File: config.mk
export PLATFORM = sky130hd
export DESIGN_NAME = osc_phase_sequencer
export DESIGN_NICKNAME = d
export VERILOG_FILES = /design/src/rtl/osc_phase_sequencer.sv
export SDC_FILE = /design/constraint.sdc
export NUM_CORES = 1
export LEC_CHECK = 0
export BUFFER_PORTS_ARGS = -buffer_cell sky130_fd_sc_hd__buf_4
export CAP_MARGIN = 20
export CORE_MARGIN = 3
export CORE_UTILIZATION = 40
export DETAILED_ROUTE_END_ITERATION = 10
export PLACE_DENSITY = 0.74
export SLEW_MARGIN = 0
export SYNTH_ARGS = -nofsm -noshare
export SYNTH_HDL_FRONTEND = slang
export SYNTH_SLANG_ARGS = --single-unit
File: constraint.sdc
create_clock -name clk -period 2.6 [get_ports clk]
set_clock_uncertainty 0.05 [all_clocks]
set_input_delay 0.13 -clock clk [delete_from_list [all_inputs] [get_ports clk]]
set_output_delay 0.13 -clock clk [all_outputs]
set_load 0.1 [all_outputs]
File: src/rtl/osc_phase_sequencer.sv
// rtl/osc_phase_sequencer.sv - time-multiplexed phase-accumulator sequencer for the oscillator bank
// Defining OSC_SWEEP_COUNT_EN adds the sweep_count output (completed sweeps, wraps at 16 bits).
module osc_phase_sequencer #(
    parameter int NUM_OSC = 64,
    parameter int PHASE_W = 24,
    localparam int IDX_W = $clog2(NUM_OSC)
) (
    input  logic               clk,
    input  logic               rst_n,
    input  logic               sample_tick,
    input  logic               phase_clr,
    input  logic               overrun_clr,
    output logic [IDX_W-1:0]   osc_addr,
    output logic               phase_we,
    output logic [PHASE_W-1:0] phase_wdata,
    input  logic [PHASE_W-1:0] phase_rdata,
    input  logic [PHASE_W-1:0] inc_rdata,
    output logic               out_valid,
    input  logic               out_ready,
    output logic [IDX_W-1:0]   out_idx,
    output logic [PHASE_W-1:0] out_phase,
    output logic               out_last,
    output logic               busy,
`ifdef OSC_SWEEP_COUNT_EN
    output logic [15:0]        sweep_count,
`endif
    output logic               overrun
);

    typedef enum logic [1:0] {S_IDLE, S_SCAN, S_DRAIN, S_CLEAR} state_t;

    state_t             state_q;
    logic [IDX_W-1:0]   idx_q;
    logic               out_valid_q;
    logic [IDX_W-1:0]   out_idx_q;
    logic [PHASE_W-1:0] out_phase_q;
    logic               out_last_q;
    logic               overrun_q;
    logic               overrun_d;
    logic               load;
    logic               accept;
    logic               last_idx;
    logic               req_drop;

    always_comb begin
        load        = (state_q == S_SCAN) && (!out_valid_q || out_ready);
        accept      = out_valid_q && out_ready;
        last_idx    = (idx_q == IDX_W'(NUM_OSC - 1));
        // Reset must never corrupt the RAM, so the write strobe is gated by rst_n directly.
        phase_we    = rst_n && (load || (state_q == S_CLEAR));
        phase_wdata = (state_q == S_CLEAR) ? '0 : phase_rdata + inc_rdata;
        busy        = (state_q != S_IDLE);
        // In IDLE a coincident tick loses to the clear; while busy any request is dropped.
        req_drop    = busy ? (sample_tick || phase_clr) : (sample_tick && phase_clr);
        overrun_d   = req_drop ? 1'b1 : (overrun_clr ? 1'b0 : overrun_q);
    end

    always_ff @(posedge clk) begin
        if (!rst_n) begin
            state_q     <= S_IDLE;
            idx_q       <= '0;
            out_valid_q <= 1'b0;
            out_idx_q   <= '0;
            out_phase_q <= '0;
            out_last_q  <= 1'b0;
            overrun_q   <= 1'b0;
        end else begin
            overrun_q <= overrun_d;
            if (load) begin
                out_valid_q <= 1'b1;
                out_idx_q   <= idx_q;
                out_phase_q <= phase_rdata;
                out_last_q  <= last_idx;
            end else if (accept) begin
                out_valid_q <= 1'b0;
            end
            case (state_q)
                S_IDLE: begin
                    idx_q <= '0;
                    if (phase_clr) begin
                        state_q <= S_CLEAR;
                    end else if (sample_tick) begin
                        state_q <= S_SCAN;
                    end
                end
                S_SCAN: begin
                    if (load) begin
                        if (last_idx) begin
                            state_q <= S_DRAIN;
                            idx_q   <= '0;
                        end else begin
                            idx_q <= idx_q + IDX_W'(1);
                        end
                    end
                end
                S_DRAIN: begin
                    if (accept) begin
                        state_q <= S_IDLE;
                    end
                end
                S_CLEAR: begin
                    if (last_idx) begin
                        state_q <= S_IDLE;
                        idx_q   <= '0;
                    end else begin
                        idx_q <= idx_q + IDX_W'(1);
                    end
                end
                default: begin
                    state_q <= S_IDLE;
                    idx_q   <= '0;
                end
            endcase
        end
    end

`ifdef OSC_SWEEP_COUNT_EN
    logic [15:0] sweep_count_q;

    always_ff @(posedge clk) begin
        if (!rst_n) begin
            sweep_count_q <= '0;
        end else if (accept && out_last_q) begin
            sweep_count_q <= sweep_count_q + 16'd1;
        end
    end

    assign sweep_count = sweep_count_q;
`endif

    assign osc_addr  = idx_q;
    assign out_valid = out_valid_q;
    assign out_idx   = out_idx_q;
    assign out_phase = out_phase_q;
    assign out_last  = out_last_q;
    assign overrun   = overrun_q;

endmodule

* Yosys cells after proc, flatten, opt, wreduce, memory -nomap -nowiden
Index checks and enable logic that the tools add are counted.
Widths: inputs -> output; s select.
** Cells by class
- Add/subtract/negate cells :: 2
- Reductions and logical operators :: 15
- Muxes and demuxes :: 16
- Equal/unequal tests :: 9
** Operator list (number)
- $add 24x24->24 :: 1
- $mux 24 :: 1
- $pmux 6 s3 :: 1
- $mux 2 :: 6
- $mux 6 :: 2
- $ne 2x2->1 const B :: 4
- $pmux 2 s4 :: 1
- $add 6x1->6 const B :: 1
- $eq 6x6->1 const B :: 1
- $reduce_bool 2->1 :: 3
- $mux 1 :: 5
- $reduce_and 5->1 :: 1
- $eq 2x2->1 const B :: 2
- $logic_and 1x1->1 :: 4
- $logic_or 1x1->1 :: 3
- $ne 3x3->1 const B :: 1
- $reduce_bool 3->1 :: 1
- $eq 2x1->1 const B :: 1
- $logic_not 2->1 :: 1
- $reduce_and 2->1 :: 1
- $logic_not 1->1 :: 1
** Storage, ports and cells
- Register bits after elaboration :: 41
- Output and inout bits :: 65
- Logic and storage cells :: 49
- Input bits :: 54

* Longest topological paths before layout
Gate-level depths: netlist of the first run.
- Depth after elaboration :: 5
- Gate-level depth with buffers :: 8
- Mapped depth without buffers :: 8

* Worst setup path before layout of the first run
Ideal clock, no wire load.
- Kind :: input to output
- Start :: input phase_rdata[13]
- End :: output phase_wdata[23]
- Setup slack :: -2086 ps
- Stages :: 6
- Buffers on the path :: 0
- Arrival time :: 4506 ps
- Cells stage by stage :: ha_1 a21oi_1 nand2_1 a221oi_2 a2111oi_2 o41ai_1
** On the way
- Longest elaborated chain between the ends :: 2
** RTL lines
- from (decl) :: line 16 : input logic [PHASE_W-1:0] phase_rdata,
- $add 24x24->24 :: line 51 : phase_wdata = (state_q == S_CLEAR) ? '0 : phase_rdata + inc_rdata;
- $mux 24 :: line 51
- to (decl) :: line 15 : output logic [PHASE_W-1:0] phase_wdata,
No other way between the ends.

* Worst setup path after layout of the first run
Same ends and word-level chain as after synthesis.

==> metrics.md, run 1 <==
| Metric | Value |
|---|---|
| Register area | `821 um^2` |
| Antenna Cells | `0` |
| Chip Height | `92.6 um` |
| Worst setup EP type | `output port` |
| Max Slew Vio Count | `0` |
| Min-Delay Path Class | `in2reg` |
| Post-route ant nets | `0` |
| Synth Cell Area | `3000 um^2` |
| Layout Area Growth over Synthesis | `48.2%` |
| # fillers | `642` |
| Leak | `0.00193 uW` |
| Max VDD drop | `0.359 mV` |
| Pin count of the biggest net entering global routing | `39` |
| Core Region | `7020 um^2` |
| Die Width | `92.6 um` |
| 1st-iter DRT viols | `112` |
| Total CTS buffers | `5` |
| Worst-Skew Late Latency | `290 ps` |
| Worst-path clk slew | `90 ps` |
| DRT Pass-1 Iters | `6` |
| Pin slew with the least headroom to its limit | `587 ps` |
| Mean Syn Cell Area | `7.54 um^2` |
| Max_cap viols | `0` |
| Status | `complete, no violations` |
| Port bufs | `118` |
| First-pass GRT wire length | `15300 um` |
| DP Worst Slack | `14.2 ps` |
| Row count | `30` |
| CTS tree | `built` |
| Type of origin of the critical path | `primary input` |
| Multi-input gate area | `2300 um^2` |
| Top delay family on crit path | `compound AO/OA/AOI/OAI gates` |
| Tot GR Track Use | `0.215` |
| Post-Synthesis Cells | `398` |
| Rel. slew slack | `0.609` |
| Sequential cell area fraction in the yosys report | `0.273` |
| Final Cell Area | `4450 um^2` |
| Worst Path Max Fanout | `4` |
| Fin worst setup slack | `71.8 ps` |
| Clock sink total | `41` |
| Required time worst endpoint | `2420 ps` |
| Nets@finish | `607` |
| GP Congestion | `0.958` |
| EDFF count, synth | `0` |
| Fin crit share | `0.972` |
| Layout cell share with drive strength beyond 1 | `0.344` |
| I/O Pins | `119` |
| H-tree levels | `2` |
| Vias | `3281` |
| Vias per cell | `5.25` |
| Slowest cell on the critical path | `a221oi_2` |
| Root Driver | `clkbuf_8` |
| Number of remaining DRC errors | `0` |
| Top FF cell, synth | `dfxtp_1` |
| Yosys reg bits | `41` |
| Power per cell area | `729 nW/um^2` |
| Full die area | `8580 um^2` |
| Setup Crit Path Kind | `in2out` |
| Initial core utilization | `0.428` |
| YS warnings | `0` |
| Wire per inst | `14.8 um` |
| Most used cell, CP | `buf_4` |
| Final worst path period need | `2530 ps` |
| Final setup fails | `0` |
| Hold Fails Final Rpt | `0` |
| Overall overflow remaining after global route | `0` |
| Crit path cell chain | `buf_4 -> ha_4 -> buf_4 -> a21oi_1 -> nand2_1 -> a221oi_2 -> a2111oi_4 -> buf_4 -> o41ai_4 -> buf_6` |
| Initial antenna violation count | `0` |
| Fmax | `396 MHz` |
| Total wire length | `9250 um` |
| Commonest non-fill, non-tap cell in the layout | `buf_4` |
| DPL Wire Length | `7340 um` |
| Clock Path Buffers | `2` |
| Post-Syn Nets | `477` |
| CP peak stage delay | `510 ps` |
| Placed cell areas | `4260 um^2` |
| CP bufs+invs | `4` |
| Hold buffer count at cts | `0` |
| Unique cell type count in the Yosys netlist | `47` |
| CP arrival | `2350 ps` |
| Most frequent cells in the layout | `134 x buf_4, 93 x nand2_1, 41 x dfxtp_1` |
| Vias in the first global route | `3301` |
| FFs w/ async S/R, synth | `0` |
[layout make-up]
type	count	share of cell area
timing repair buffer	137	0.234
clock buffer	5	0.0155
clock inverter	3	0.0155
tap	96	0.0270
sequential	41	0.184
multi-input combinational	335	0.517
inverter	8	0.00675
[cell usage after synthesis (5+ instances only)]
cell type	instances	area share
a21boi_0	33	0.083
a21o_1	5	0.013
a21oi_1	27	0.045
clkbuf_1	12	0.015
dfxtp_1	41	0.27
ha_1	24	0.10
inv_1	8	0.010
nand2_1	93	0.12
nand3_1	8	0.013
nor2_1	35	0.044
nor3_1	8	0.013
o21ai_0	21	0.035
xnor2_1	12	0.035
xor2_1	10	0.029
[stage by stage]
stage | power (uW) | hold WS, ps | TNS [ps] | utilization | instances
3_5_place_dp | 2610 | 361 | 0 | 0.607 | 616
3_3_place_gp | 2590 | 356 | 0 | 0.607 | 616
5_1_grt | 3390 | 45.8 | -22.0 | 0.634 | 625
6_report | 3240 | 47.2 | 0 | 0.634 | 625
2_1_floorplan | 2190 | 225 | -54.5 | - | 398
4_1_cts | 3250 | 40.2 | 0 | 0.628 | 625
[timing repair]
item                       CTS  global route
pin swaps                    1             2
gates resized for setup      0             9
setup endpoints to repair    1             4
cloned                       0             0
buffers inserted             1             0
[worst register-to-register path, cell delays in order, from the launching register on]
cell,delay (ps)
dfxtp_1,470
nand2b_1,230
nor2_1,80
or4_1,560
o21ai_0,180
a221oi_1,100
nor2b_1,120
[final timing paths]
check                           slack [ps]  depth (start not counted)              end            start
worst max-delay path                    70                         10  phase_wdata[23]  phase_rdata[13]
worst min-delay path                    50                          3     out_phase[2]   phase_rdata[2]
worst max register to register         760                          6       state_q[1]       state_q[1]
worst min register to register         420                          2       out_idx[5]       out_idx[5]
[where the power goes]
part / switching, uW / total, uW / internal, uW
clock: 247 / 634 / 387
combinational: 1410 / 1900 / 492
sequential: 35.8 / 709 / 674
total: 1690 / 3240 / 1550
[cells by family after synthesis]
family	share of synthesized area
AOI/OAI and AO/OA	0.258
xor gates and xnor gates	0.0642
adders and majority gates	0.110
buffers and inverters	0.0342
DFF	0.273
muxes	0.0100
and+or+nand+nor	0.251
[sequential cells by signal, summed over array words and instances (netlist names)]
signal,count
osc_addr,6
out_idx,6
out_last,1
out_phase,24
out_valid,1
overrun,1
state_q,2
[routing by layer]
metal	global-route usage	routed length (um)	share of wire	vias to the layer above
li1	-	-	-	1651
met1	0.269	4090	0.44	1508
met2	0.380	4530	0.49	108
met3	0.0357	477	0.052	14
met4	0.0586	159	0.017	0
met5	0	0	0	-
Note: power is estimated with default switching activity, not from simulation.
==> run 2, diff against run 1 <==
Settings changed: CORE_UTILIZATION 40 to 30, HOLD_SLACK_MARGIN set to 0.06, PLACE_DENSITY 0.74 to 0.6.
==> run 2 against run 1 <==
Against the previous run:
- core utilization is 14 points lower
- count of clock-buffer cells in the layout is 2 higher
- register-to-register slack better by 20 ps
- die area is 31% higher
- wire length is 7.5% higher
- power is 3.1% lower
- clock power is 24% lower
- cell area is 4.6% higher
- critical endpoint is now phase_wdata[8]
- first-iteration DRC count is 13% higher
- combinational power is 3% higher
- setup slack better by 10 ps
==> metrics.md, run 2 (synthesis gave the netlist of run 1 again) <==
| Metric | Value |
|---|---|
| Multi-input gate area | `2300 um^2 (about the same)` |
| Worst r2r dst | `state_q[1] (unchanged)` |
| H-tree levels | `2 (unchanged)` |
| Worst-Skew Late Latency | `290 ps (about the same)` |
| Fin crit share | `0.968 (was 0.972)` |
| Total CTS buffers | `5 (unchanged)` |
| Min-Delay Path Class | `in2reg (unchanged)` |
| # fillers | `951 (was 642)` |
| Worst-path clk slew | `90 ps (about the same)` |
| Chip Height | `106 um (was 92.6 um)` |
| Status | `complete, no violations (unchanged)` |
| Max reg flops | `24 (unchanged)` |
| Total wire length | `9950 um (was 9250 um)` |
| Wire per inst | `14.7 um (was 14.8 um)` |
| Nets@finish | `625 (was 607)` |
| Placed cell areas | `4340 um^2 (was 4260 um^2)` |
| Register area | `821 um^2 (unchanged)` |
| PnR Total Power | `3140 uW (was 3240 uW)` |
| Max Slew Vio Count | `0 (unchanged)` |
| Register-to-register setup slack | `780 ps (was 760 ps)` |
| Final worst path period need | `2520 ps (was 2530 ps)` |
| Vias | `3302 (was 3281)` |
| Hold slack | `68.0 ps (was 47.2 ps)` |
| Worst R2R Start | `state_q[1] (unchanged)` |
| Pin slew with the least headroom to its limit | `597 ps (was 587 ps)` |
| Rel. slew slack | `0.601 (was 0.609)` |
| Cell depth of the worst flop-to-flop path | `6 (unchanged)` |
| Layout cell share with drive strength beyond 1 | `0.340 (was 0.344)` |
| Clock Path Buffers | `2 (unchanged)` |
| 1st-iter DRT viols | `127 (was 112)` |
| Final Cell Area | `4650 um^2 (was 4450 um^2)` |
| Number of remaining DRC errors | `0 (unchanged)` |
| I/O Pins | `119 (unchanged)` |
| Util after Layout | `0.492 (was 0.634)` |
| Antenna Cells | `0 (unchanged)` |
| Worst Path Max Fanout | `3 (was 4)` |
| Worst setup EP type | `output port (unchanged)` |
| Overall overflow remaining after global route | `0 (unchanged)` |
| Full die area | `11200 um^2 (was 8580 um^2)` |
| Initial core utilization | `0.317 (was 0.428)` |
| First-pass GRT wire length | `16100 um (was 15300 um)` |
| Port bufs | `118 (unchanged)` |
| Post-route ant nets | `0 (unchanged)` |
| Layout Area Growth over Synthesis | `55.0% (was 48.2%)` |
| Fmax | `397 MHz (was 396 MHz)` |
| Required time worst endpoint | `2420 ps (about the same)` |
| Pin count of the biggest net entering global routing | `39 (unchanged)` |
| Vias per cell | `4.88 (was 5.25)` |
| Most frequent cells in the layout | `134 x buf_4, 93 x nand2_1, 41 x dfxtp_1 (unchanged)` |
| DRT Pass-1 Iters | `4 (was 6)` |
| GP Congestion | `0.869 (was 0.958)` |
| Initial antenna violation count | `0 (unchanged)` |
| CP Capture Point | `phase_wdata[8] (was phase_wdata[23])` |
| Max VDD drop | `0.391 mV (was 0.359 mV)` |
| CP startpoint | `phase_rdata[0] (was phase_rdata[13])` |
| Die Width | `106 um (was 92.6 um)` |
| Commonest non-fill, non-tap cell in the layout | `buf_4 (unchanged)` |
| Tot GR Track Use | `0.174 (was 0.215)` |
| Final setup fails | `0 (unchanged)` |
| Setup Crit Path Kind | `in2out (unchanged)` |
| CTS tree | `built (unchanged)` |
| Clock sink total | `41 (unchanged)` |
| CP arrival | `2340 ps (was 2350 ps)` |
| DPL Wire Length | `7910 um (was 7340 um)` |
| Type of origin of the critical path | `primary input (unchanged)` |
| Core Region | `9460 um^2 (was 7020 um^2)` |
| Max_cap viols | `0 (unchanged)` |
| Power per cell area | `675 nW/um^2 (was 729 nW/um^2)` |
| Hold Fails Final Rpt | `0 (unchanged)` |
| Row count | `35 (was 30)` |
| Leak | `0.00201 uW (was 0.00193 uW)` |
| Vias in the first global route | `3334 (was 3301)` |
| Root Driver | `clkbuf_8 (unchanged)` |
## run 2: cell type report
type / instances / area share
clock buffer: 7 / 0.0207
tap: 129 / 0.0347
sequential: 41 / 0.176
multi-input combinational: 335 / 0.494
inverter: 8 / 0.00645
clock inverter: 1 / 0.00188
timing repair buffer: 155 / 0.266
## run 2: report_power, final
| group | switching [uW] | internal [uW] | leakage (uW) |
|---|---|---|---|
| Combinational | 1420 | 526 | 0.00162 |
| Clock | 239 | 246 | 0.0000549 |
| Sequential | 34.1 | 674 | 0.000334 |
## run 2: what timing repair did
item,4_1_cts,5_1_grt
buffers inserted,0,2
resized for setup,1,10
setup endpoints to repair,1,5
pin swaps,0,2
endpoints found under the hold margin,14,0
hold buffers,14,0
## run 2: critical path, stage by stage
cell and delay, ps:
buf_4 120, ha_1 240, fa_2 380, a21oi_2 190, o21ai_0 170, a2111oi_0 470
nor3_1 140, xnor2_1 150, nor2_2 100, buf_6 230
## run 2: worst min-delay path by stage
stage / depth (start not counted) / slack, ps / endpoint / startpoint
after detailed placement: 3 / 360 / out_phase[0] / phase_rdata[0]
after CTS: 3 / 60 / out_phase[9] / phase_rdata[9]
after global routing: 3 / 70 / out_phase[10] / phase_rdata[10]
after floorplan: 2 / 220 / out_phase[10] / phase_rdata[10]
final: 3 / 70 / out_phase[10] / phase_rdata[10]
after global placement: 3 / 360 / out_phase[0] / phase_rdata[0]
## run 2: per-layer routing
| layer | global-route usage | part of all wire |
|---|---|---|
| met1 | 0.208 | 0.43 |
| met2 | 0.315 | 0.50 |
| met3 | 0.0352 | 0.051 |
| met4 | 0.0500 | 0.016 |
| met5 | 0 | 0 |
## run 2: per-stage QoR
step	worst slack (ps)	cells	setup TNS, ps
CTS	13.4	674	0
global placement	46.2	652	0
global route	-3.38	676	-3.38
finish	82.0	676	0
floorplan	-32.8	398	-54.5
detailed placement	-28.4	652	-28.4
